**src/rtl/jk_pkg.sv**
```systemverilog
// Shared encodings for the JK counter bank: operating modes and per-cell JK actions.
package jk_pkg;

  typedef enum logic [1:0] {
    MODE_JK   = 2'b00,
    MODE_UP   = 2'b01,
    MODE_DOWN = 2'b10,
    MODE_LOAD = 2'b11
  } mode_e;

  typedef enum logic [1:0] {
    JK_HOLD   = 2'b00,
    JK_CLEAR  = 2'b01,
    JK_SET    = 2'b10,
    JK_TOGGLE = 2'b11
  } jk_act_e;

endpackage

```
**src/rtl/jk_counter_bank_cell.sv**
```systemverilog
// Single-bit JK cell: falling-edge clock, synchronous active-low reset, update enable.
module jk_cell
  import jk_pkg::*;
(
  input  logic clk_i,
  input  logic rst_ni,
  input  logic en_i,
  input  logic j_i,
  input  logic k_i,
  output logic q_o
);

  logic q_q;
  logic q_d;

  always_comb begin
    q_d = q_q;
    case (jk_act_e'({j_i, k_i}))
      JK_HOLD:   q_d = q_q;
      JK_CLEAR:  q_d = 1'b0;
      JK_SET:    q_d = 1'b1;
      JK_TOGGLE: q_d = ~q_q;
      default:   q_d = q_q;
    endcase
  end

  // Reset outranks enable so a low Reset_n always clears the cell.
  always_ff @(negedge clk_i) begin
    if (!rst_ni) begin
      q_q <= 1'b0;
    end else if (en_i) begin
      q_q <= q_d;
    end
  end

  assign q_o = q_q;

endmodule

```
**src/rtl/jk_counter_bank.sv**
```systemverilog
// WIDTH-wide bank of JK cells: JK, up/down count or parallel load.
// Counting (modes 01/10) and Tc exist only when JK_COUNTER_BANK_COUNT_EN is defined.
module jk_counter_bank
  import jk_pkg::*;
#(
  parameter int unsigned WIDTH = 8
) (
  input  logic             Clk,
  input  logic             Reset_n,
  input  logic             En,
  input  logic [1:0]       Mode,
  input  logic [WIDTH-1:0] J,
  input  logic [WIDTH-1:0] K,
  input  logic [WIDTH-1:0] D,
  output logic [WIDTH-1:0] Q,
  output logic [WIDTH-1:0] Q_bar,
  output logic             Tc
);

  mode_e            mode;
  logic [WIDTH-1:0] q;
  logic [WIDTH-1:0] j_eff;
  logic [WIDTH-1:0] k_eff;

  assign mode = mode_e'(Mode);

`ifdef JK_COUNTER_BANK_COUNT_EN
  logic [WIDTH-1:0] tgl_up;
  logic [WIDTH-1:0] tgl_dn;

  // Ripple-AND toggle chains: bit i toggles when all lower bits are 1 (up) or 0 (down).
  always_comb begin
    tgl_up    = '0;
    tgl_dn    = '0;
    tgl_up[0] = 1'b1;
    tgl_dn[0] = 1'b1;
    for (int unsigned i = 1; i < WIDTH; i++) begin
      tgl_up[i] = tgl_up[i-1] & q[i-1];
      tgl_dn[i] = tgl_dn[i-1] & ~q[i-1];
    end
  end
`endif

  always_comb begin
    j_eff = '0;
    k_eff = '0;
    case (mode)
      MODE_JK: begin
        j_eff = J;
        k_eff = K;
      end
`ifdef JK_COUNTER_BANK_COUNT_EN
      MODE_UP: begin
        j_eff = tgl_up;
        k_eff = tgl_up;
      end
      MODE_DOWN: begin
        j_eff = tgl_dn;
        k_eff = tgl_dn;
      end
`endif
      MODE_LOAD: begin
        j_eff = D;
        k_eff = ~D;
      end
      default: begin
        j_eff = '0;
        k_eff = '0;
      end
    endcase
  end

  for (genvar g = 0; g < WIDTH; g++) begin : g_cell
    jk_cell u_cell (
      .clk_i  (Clk),
      .rst_ni (Reset_n),
      .en_i   (En),
      .j_i    (j_eff[g]),
      .k_i    (k_eff[g]),
      .q_o    (q[g])
    );
  end

  assign Q     = q;
  assign Q_bar = ~q;

`ifdef JK_COUNTER_BANK_COUNT_EN
  assign Tc = En & (((mode == MODE_UP) & (&q)) | ((mode == MODE_DOWN) & ~(|q)));
`else
  assign Tc = 1'b0;
`endif

endmodule

```
**config.mk**
```make
export PLATFORM = sky130hd
export DESIGN_NAME = jk_counter_bank
export DESIGN_NICKNAME = d
export VERILOG_FILES = /design/src/rtl/jk_pkg.sv /design/src/rtl/jk_counter_bank_cell.sv /design/src/rtl/jk_counter_bank.sv
export SDC_FILE = /design/constraint.sdc
export NUM_CORES = 1
export LEC_CHECK = 0
export BUFFER_PORTS_ARGS = -buffer_cell sky130_fd_sc_hd__buf_4
export CAP_MARGIN = 20
export CELL_PAD_IN_SITES_DETAIL_PLACEMENT = 1
export CELL_PAD_IN_SITES_GLOBAL_PLACEMENT = 1
export CORE_MARGIN = 2
export CORE_UTILIZATION = 28
export DETAILED_ROUTE_END_ITERATION = 12
export PLACE_DENSITY = 0.81
export REMOVE_ABC_BUFFERS = 1
export SLEW_MARGIN = 20
export SYNTH_ARGS = -nofsm -noshare
export SYNTH_HDL_FRONTEND = slang
export SYNTH_SLANG_ARGS = --single-unit
export TNS_END_PERCENT = 30
```
**constraint.sdc**
```tcl
create_clock -name Clk -period 2.5 [get_ports Clk]
set_clock_uncertainty 0.2 [all_clocks]
set_input_delay 0.5 -clock Clk [delete_from_list [all_inputs] [get_ports Clk]]
set_output_delay 0.5 -clock Clk [all_outputs]
set_load 0.02 [all_outputs]
```
==> impl_metrics.yaml, run 1 <==
clock_tree:
  cts_buffers: 3
  htree_levels: 1
  cts_root_buf: "clkbuf_4"
  tritoncts: "done"
  insertion_delay_ns: 0.32
  clockBufferDepth: 2
  cts_num_sinks: 8
  path_clk_slew_ns: 0.06
worst_setup_path:
  r2r_setup_slack_ns: 1.40
  worstSetupPathDepth: 2
  cp_top_family: "flip-flops"
  cp_max_fo: 3
  crit_slowest_cell: "dfxtp_2"
  critical_path_arrival_ns: 2.10
  cp_cell_sequence: "inv_2 > buf_6"
  crit_required_ns: 1.80
  cp-endpoint: "Q_bar[5]"
  worstSetupEndpointType: "output pin"
  cp.buffers_inverters: 2
  path_class: "reg -> out"
  worstReg2RegEnd: "g_cell[0].u_cell.q_o"
  worstSetupStartpointType: "register"
  r2r_start: "g_cell[0].u_cell.q_o"
  slowest_delay_ns: 0.34
  ff2ff_path_depth: 5
  setup.worst_path.start: "g_cell[5].u_cell.q_o"
cells_and_area:
  seq_area_um2: 175
  num-fill-cells: 303
  antenna_cells: 0
  multi_input_area_um2: 349
  area_delta_synth_final_pct: 76.9
  layout.nets: 184
  largest_register_ffs: 8
  final_cell_mix: "buf_4, nand2_1, buf_6, inv_1"
  mostFrequentLayoutCell: "buf_4"
  finalNonFillerCells: 179
  drive_gt1_share_pct: 53.6
synthesis:
  synth_area_um2: 656
  synth_area_per_cell_um2: 6.83
  synth-compound-area-share_pct: 22.9
  synth.distinct_cells: 16
  synth_area_leader_cell: "dfxtp_1"
  ys_seq_area_share_pct: 24.4
  synth_xor_area_share_pct: 0
  ys_seq_elements: 8
  synth_mux_area_share_pct: 0
  yosysTopAreaCellShare_pct: 24.4
  synth_fa_ha_area_share_pct: 3.82
  synthTopCellsByArea: "dfxtp_1, buf_4, a22oi_1, nand2_1, nand2b_1"
  yosysWarnings: 0
  yosys.area_share.simple_pct: 24.8
  syn-instance-count: 96
  synth_top_family_by_area: "simple AND/OR/NAND/NOR gates"
floorplanning:
  coreArea_um2: 2210
  die_x_um: 52.4
  io_pins: 46
  rows: 17
  die_h_um: 52.4
  dieArea_um2: 2740
  start_util_pct: 29.6
grt:
  globalRoute.totalOverflow: 0
  use_met1_pct: 18.3
  antenna_found_initial: 0
  grt_util_met3_pct: 6.57
  globalRouteMet2Util_pct: 36.9
  grt_max_degree: 17
  grt_pass1_vias: 915
  busiest_layer: "met2"
  grt_pass1_wl_um: 3850
  gr-usage-all-layers_pct: 19.5
pwr:
  pwr-share-seq_pct: 31.0
  leakagePower_nw: 0.549
  combPwrFrac_pct: 33.0
  intPower_w: 0.000290
  p_per_area_nw_per_um2: 391
  netSwitchingPower_w: 0.000164
  vdd.ir_drop.worst_v: 0.000242
  switching_share_pct: 36.1
  pwr-share-clk_pct: 36.0
detailed_routing:
  ant_nets: 0
  avgRoutedWirePerCell_um: 13.5
  drc: 0
  vias: 844
  dr.pass1.iters: 4
  vias_per_cell: 4.72
  drt_iter0_markers: 6
  wirelength_um: 2420
place:
  dp_slack_ns: -0.595
  place.port_buffers: 44
  dp_hpwl_um: 1690
  dp.cells: 162
  gp_congestion: 0.727
min_path:
  min_path_type: "reg -> reg"
flow_run:
  drv_cap: 0
run_status:
  violations: "negative setup slack"
  status: "finished with violations"
timing:
  setup_viol: 24
  hold_slack_ns: 0.302
  rsz0062_at_grt: "yes"
  hold_viol_final: 0
  drv_slew: 0
  setup_slack_ns: -0.302
==> layer usage <==
layer / up-vias / share of wire [%]
met2: 28 / 55
met5: - / 0
met4: 0 / 1.2
li1: 421 / -
met1: 392 / 38
met3: 3 / 6.3
==> layout make-up <==
class / instances / area share [%]
Clock buffer: 3 / 1.94
Clock inverter: 8 / 2.59
Inverter: 10 / 3.24
Multi-Input combinational cell: 61 / 30.1
Sequential cell: 8 / 15.1
Tap cell: 28 / 3.02
Timing Repair Buffer: 61 / 44.0
==> timing repair <==
action                                  4_1_cts  5_1_grt
pin swaps                                     0        1
hold buffers                                  0        0
setup buffers                                 5        2
endpoints found under the setup margin       24       24
gates resized for setup                      29        5
cloned                                        0        0
==> worst reg2reg max path: cells and delay by family, from the launching register on <==
kind            cells  cell delay [ns]
compound gates      1             0.07
buf+inv             3             0.29
flops               1             0.35
simple gates        1             0.07
==> synth_stat cells <==
cell type and n:
o22ai_1 8, nand3_1 8, clkbuf_4 1, a22oi_1 8, buf_6 1, nand2b_1 9
ha_1 2, clkbuf_2 3, dfxtp_1 8, buf_1 1, conb_1 1, nand2_1 16
nor2b_1 1, a21oi_1 8, buf_4 10, inv_1 11
==> power by group through the flow <==
| stage | registers (W) | clock network, W | logic (W) |
|---|---|---|---|
| floorplan | 0.000147 | 0.0000222 | 0.0000471 |
| global placement | 0.000140 | 0.0000222 | 0.000128 |
| detailed placement | 0.000140 | 0.0000222 | 0.000133 |
| CTS | 0.000141 | 0.000171 | 0.000146 |
| global route | 0.000141 | 0.000194 | 0.000163 |
| finish | 0.000140 | 0.000163 | 0.000150 |
==> metrics by stage <==
stage | instance area [um^2] | total power [W] | setup TNS, ns | utilization, %
2_1_floorplan | 543 | 0.000216 | -3.60 | -
3_3_place_gp | 983 | 0.000291 | -4.18 | 44.5
3_5_place_dp | 983 | 0.000295 | -4.66 | 44.5
4_1_cts | 1130 | 0.000458 | -5.56 | 51.0
5_1_grt | 1160 | 0.000497 | -6.95 | 52.4
6_report | 1160 | 0.000453 | -5.53 | 52.4
==> worst min-delay path by stage <==
stage	end	slack, ns	cells past startpoint	start
after floorplan	g_cell[0].u_cell.q_o	0.36	2	g_cell[0].u_cell.q_o
after global placement	g_cell[5].u_cell.q_o	0.28	2	g_cell[5].u_cell.q_o
after detailed placement	g_cell[5].u_cell.q_o	0.29	2	g_cell[5].u_cell.q_o
after CTS	g_cell[1].u_cell.q_o	0.30	2	g_cell[1].u_cell.q_o
after global routing	g_cell[3].u_cell.q_o	0.32	2	g_cell[3].u_cell.q_o
final	g_cell[2].u_cell.q_o	0.30	2	g_cell[2].u_cell.q_o
==> cells by family after synthesis <==
family | after synthesis
and+or+nand+nor | 34
other | 1
DFF | 8
AOI/OAI and AO/OA | 24
adders and majority gates | 2
buffers and inverters | 27
No activity file was read; power rests on OpenSTA's default activity.
==> run 2: changes to the inputs <==
Settings changed: GPL_TIMING_DRIVEN set to 0, RECOVER_POWER set to 50.
==> impl_metrics.yaml, run 2 (synthesized netlist as in run 1, its figures left out) <==
worst_setup_path:
  r2r_start: "g_cell[2].u_cell.q_o"
  worstSetupStartpointType: "register"
  setup.worst_path.start: "g_cell[1].u_cell.q_o"
  cp_max_fo: 3
  path_class: "reg -> out"
  critical_path_arrival_ns: 2.09
  worstSetupEndpointType: "output pin"
  crit_required_ns: 1.80
timing:
  drv_slew: 0
  setup_viol: 24
  setup-tns-final_ns: -4.78
  setup_slack_ns: -0.289
  rsz0062_at_grt: "yes"
  hold_viol_final: 0
  hold_slack_ns: 0.299
cells_and_area:
  drive_gt1_share_pct: 56.7
  area_delta_synth_final_pct: 72.7
  largest_register_ffs: 8
  antenna_cells: 0
  final_cell_mix: "buf_4, nand2_1, buf_6"
  post-route-util_pct: 51.2
  mostFrequentLayoutCell: "buf_4"
  layout.nets: 174
grt:
  grt_max_degree: 17
  grt_pass1_wl_um: 3780
  grt_pass1_vias: 912
  globalRoute.totalOverflow: 0
  antenna_found_initial: 0
  gr-usage-all-layers_pct: 19.1
clock_tree:
  tritoncts: "done"
  htree_levels: 1
  cts_buffers: 3
  cts_root_buf: "clkbuf_4"
  clockBufferDepth: 2
  cts_num_sinks: 8
  insertion_delay_ns: 0.31
  path_clk_slew_ns: 0.04
  cts_hold_buf: 0
floorplanning:
  die_h_um: 52.4
  io_pins: 46
  die_x_um: 52.4
  start_util_pct: 29.6
  rows: 17
  dieArea_um2: 2740
  coreArea_um2: 2210
detailed_routing:
  wirelength_um: 2320
  drt_iter0_markers: 4
  avgRoutedWirePerCell_um: 13.7
  vias: 799
  drc: 0
  vias_per_cell: 4.73
  dr.pass1.iters: 4
  ant_nets: 0
min_path:
  min_path_type: "reg -> reg"
  hold_start: "g_cell[5].u_cell.q_o"
run_status:
  status: "finished with violations"
  violations: "negative setup slack"
pwr:
  power_w: 0.000447
  leakagePower_nw: 0.510
  vdd.ir_drop.worst_v: 0.000216
  p_per_area_nw_per_um2: 395
flow_run:
  drv_cap: 0
place:
  dp_hpwl_um: 1530
  place.port_buffers: 44
  gp_congestion: 0.675
  dp_slack_ns: -0.821
-- run 2: cell count changes in the layout (fill, tap and decap cells not counted), sizes merged --
cell  previous run  this run
buf             61        51
-- run 2: per-layer routing --
layer / track usage [%] / vias to the layer above / share of wire, %
met5: 0 / - / 0
met4: 6.84 / 0 / 0.69
met3: 5.43 / 3 / 5.6
met2: 36.9 / 26 / 57
met1: 18.9 / 370 / 37
li1: - / 400 / -
-- run 2: final cells by class --
type	instances	area, um^2
multi-input combinational	61	393
clock buffer	3	22.5
sequential	8	170
inverter	10	42.5
clock inverter	8	30.0
tap	28	35.0
fill	292	1080
timing repair buffer	51	439
-- run 2: path summary, 6_finish.rpt --
check	to	slack, ns	cells past startpoint
max	Q_bar[1]	-0.29	2
min	g_cell[5].u_cell.q_o	0.30	2
max reg2reg	g_cell[2].u_cell.q_o	1.50	4
min reg2reg	g_cell[5].u_cell.q_o	0.30	2
-- run 2: critical path, cell delays in order, from the launching register on --
cell and delay (ns):
dfxtp_2 0.35, inv_2 0.05, buf_6 0.12
-- run 2: timing repair --
action	CTS	global route
setup buffers	1	6
gates resized for setup	42	4
setup endpoints to repair	24	24
pin swaps	3	0
-- run 2: power breakdown --
group / switching (W) / internal [W] / total, W
combinational: 0.0000695 / 0.0000810 / 0.000151
clock: 0.0000827 / 0.0000726 / 0.000155
sequential: 0.00000605 / 0.000136 / 0.000142
total: 0.000158 / 0.000289 / 0.000447
-- run 2: through the flow --
step,cells,area (um^2)
floorplan,80,543
global placement,152,908
finish,169,1130
global route,169,1130
CTS,163,1070
detailed placement,152,908
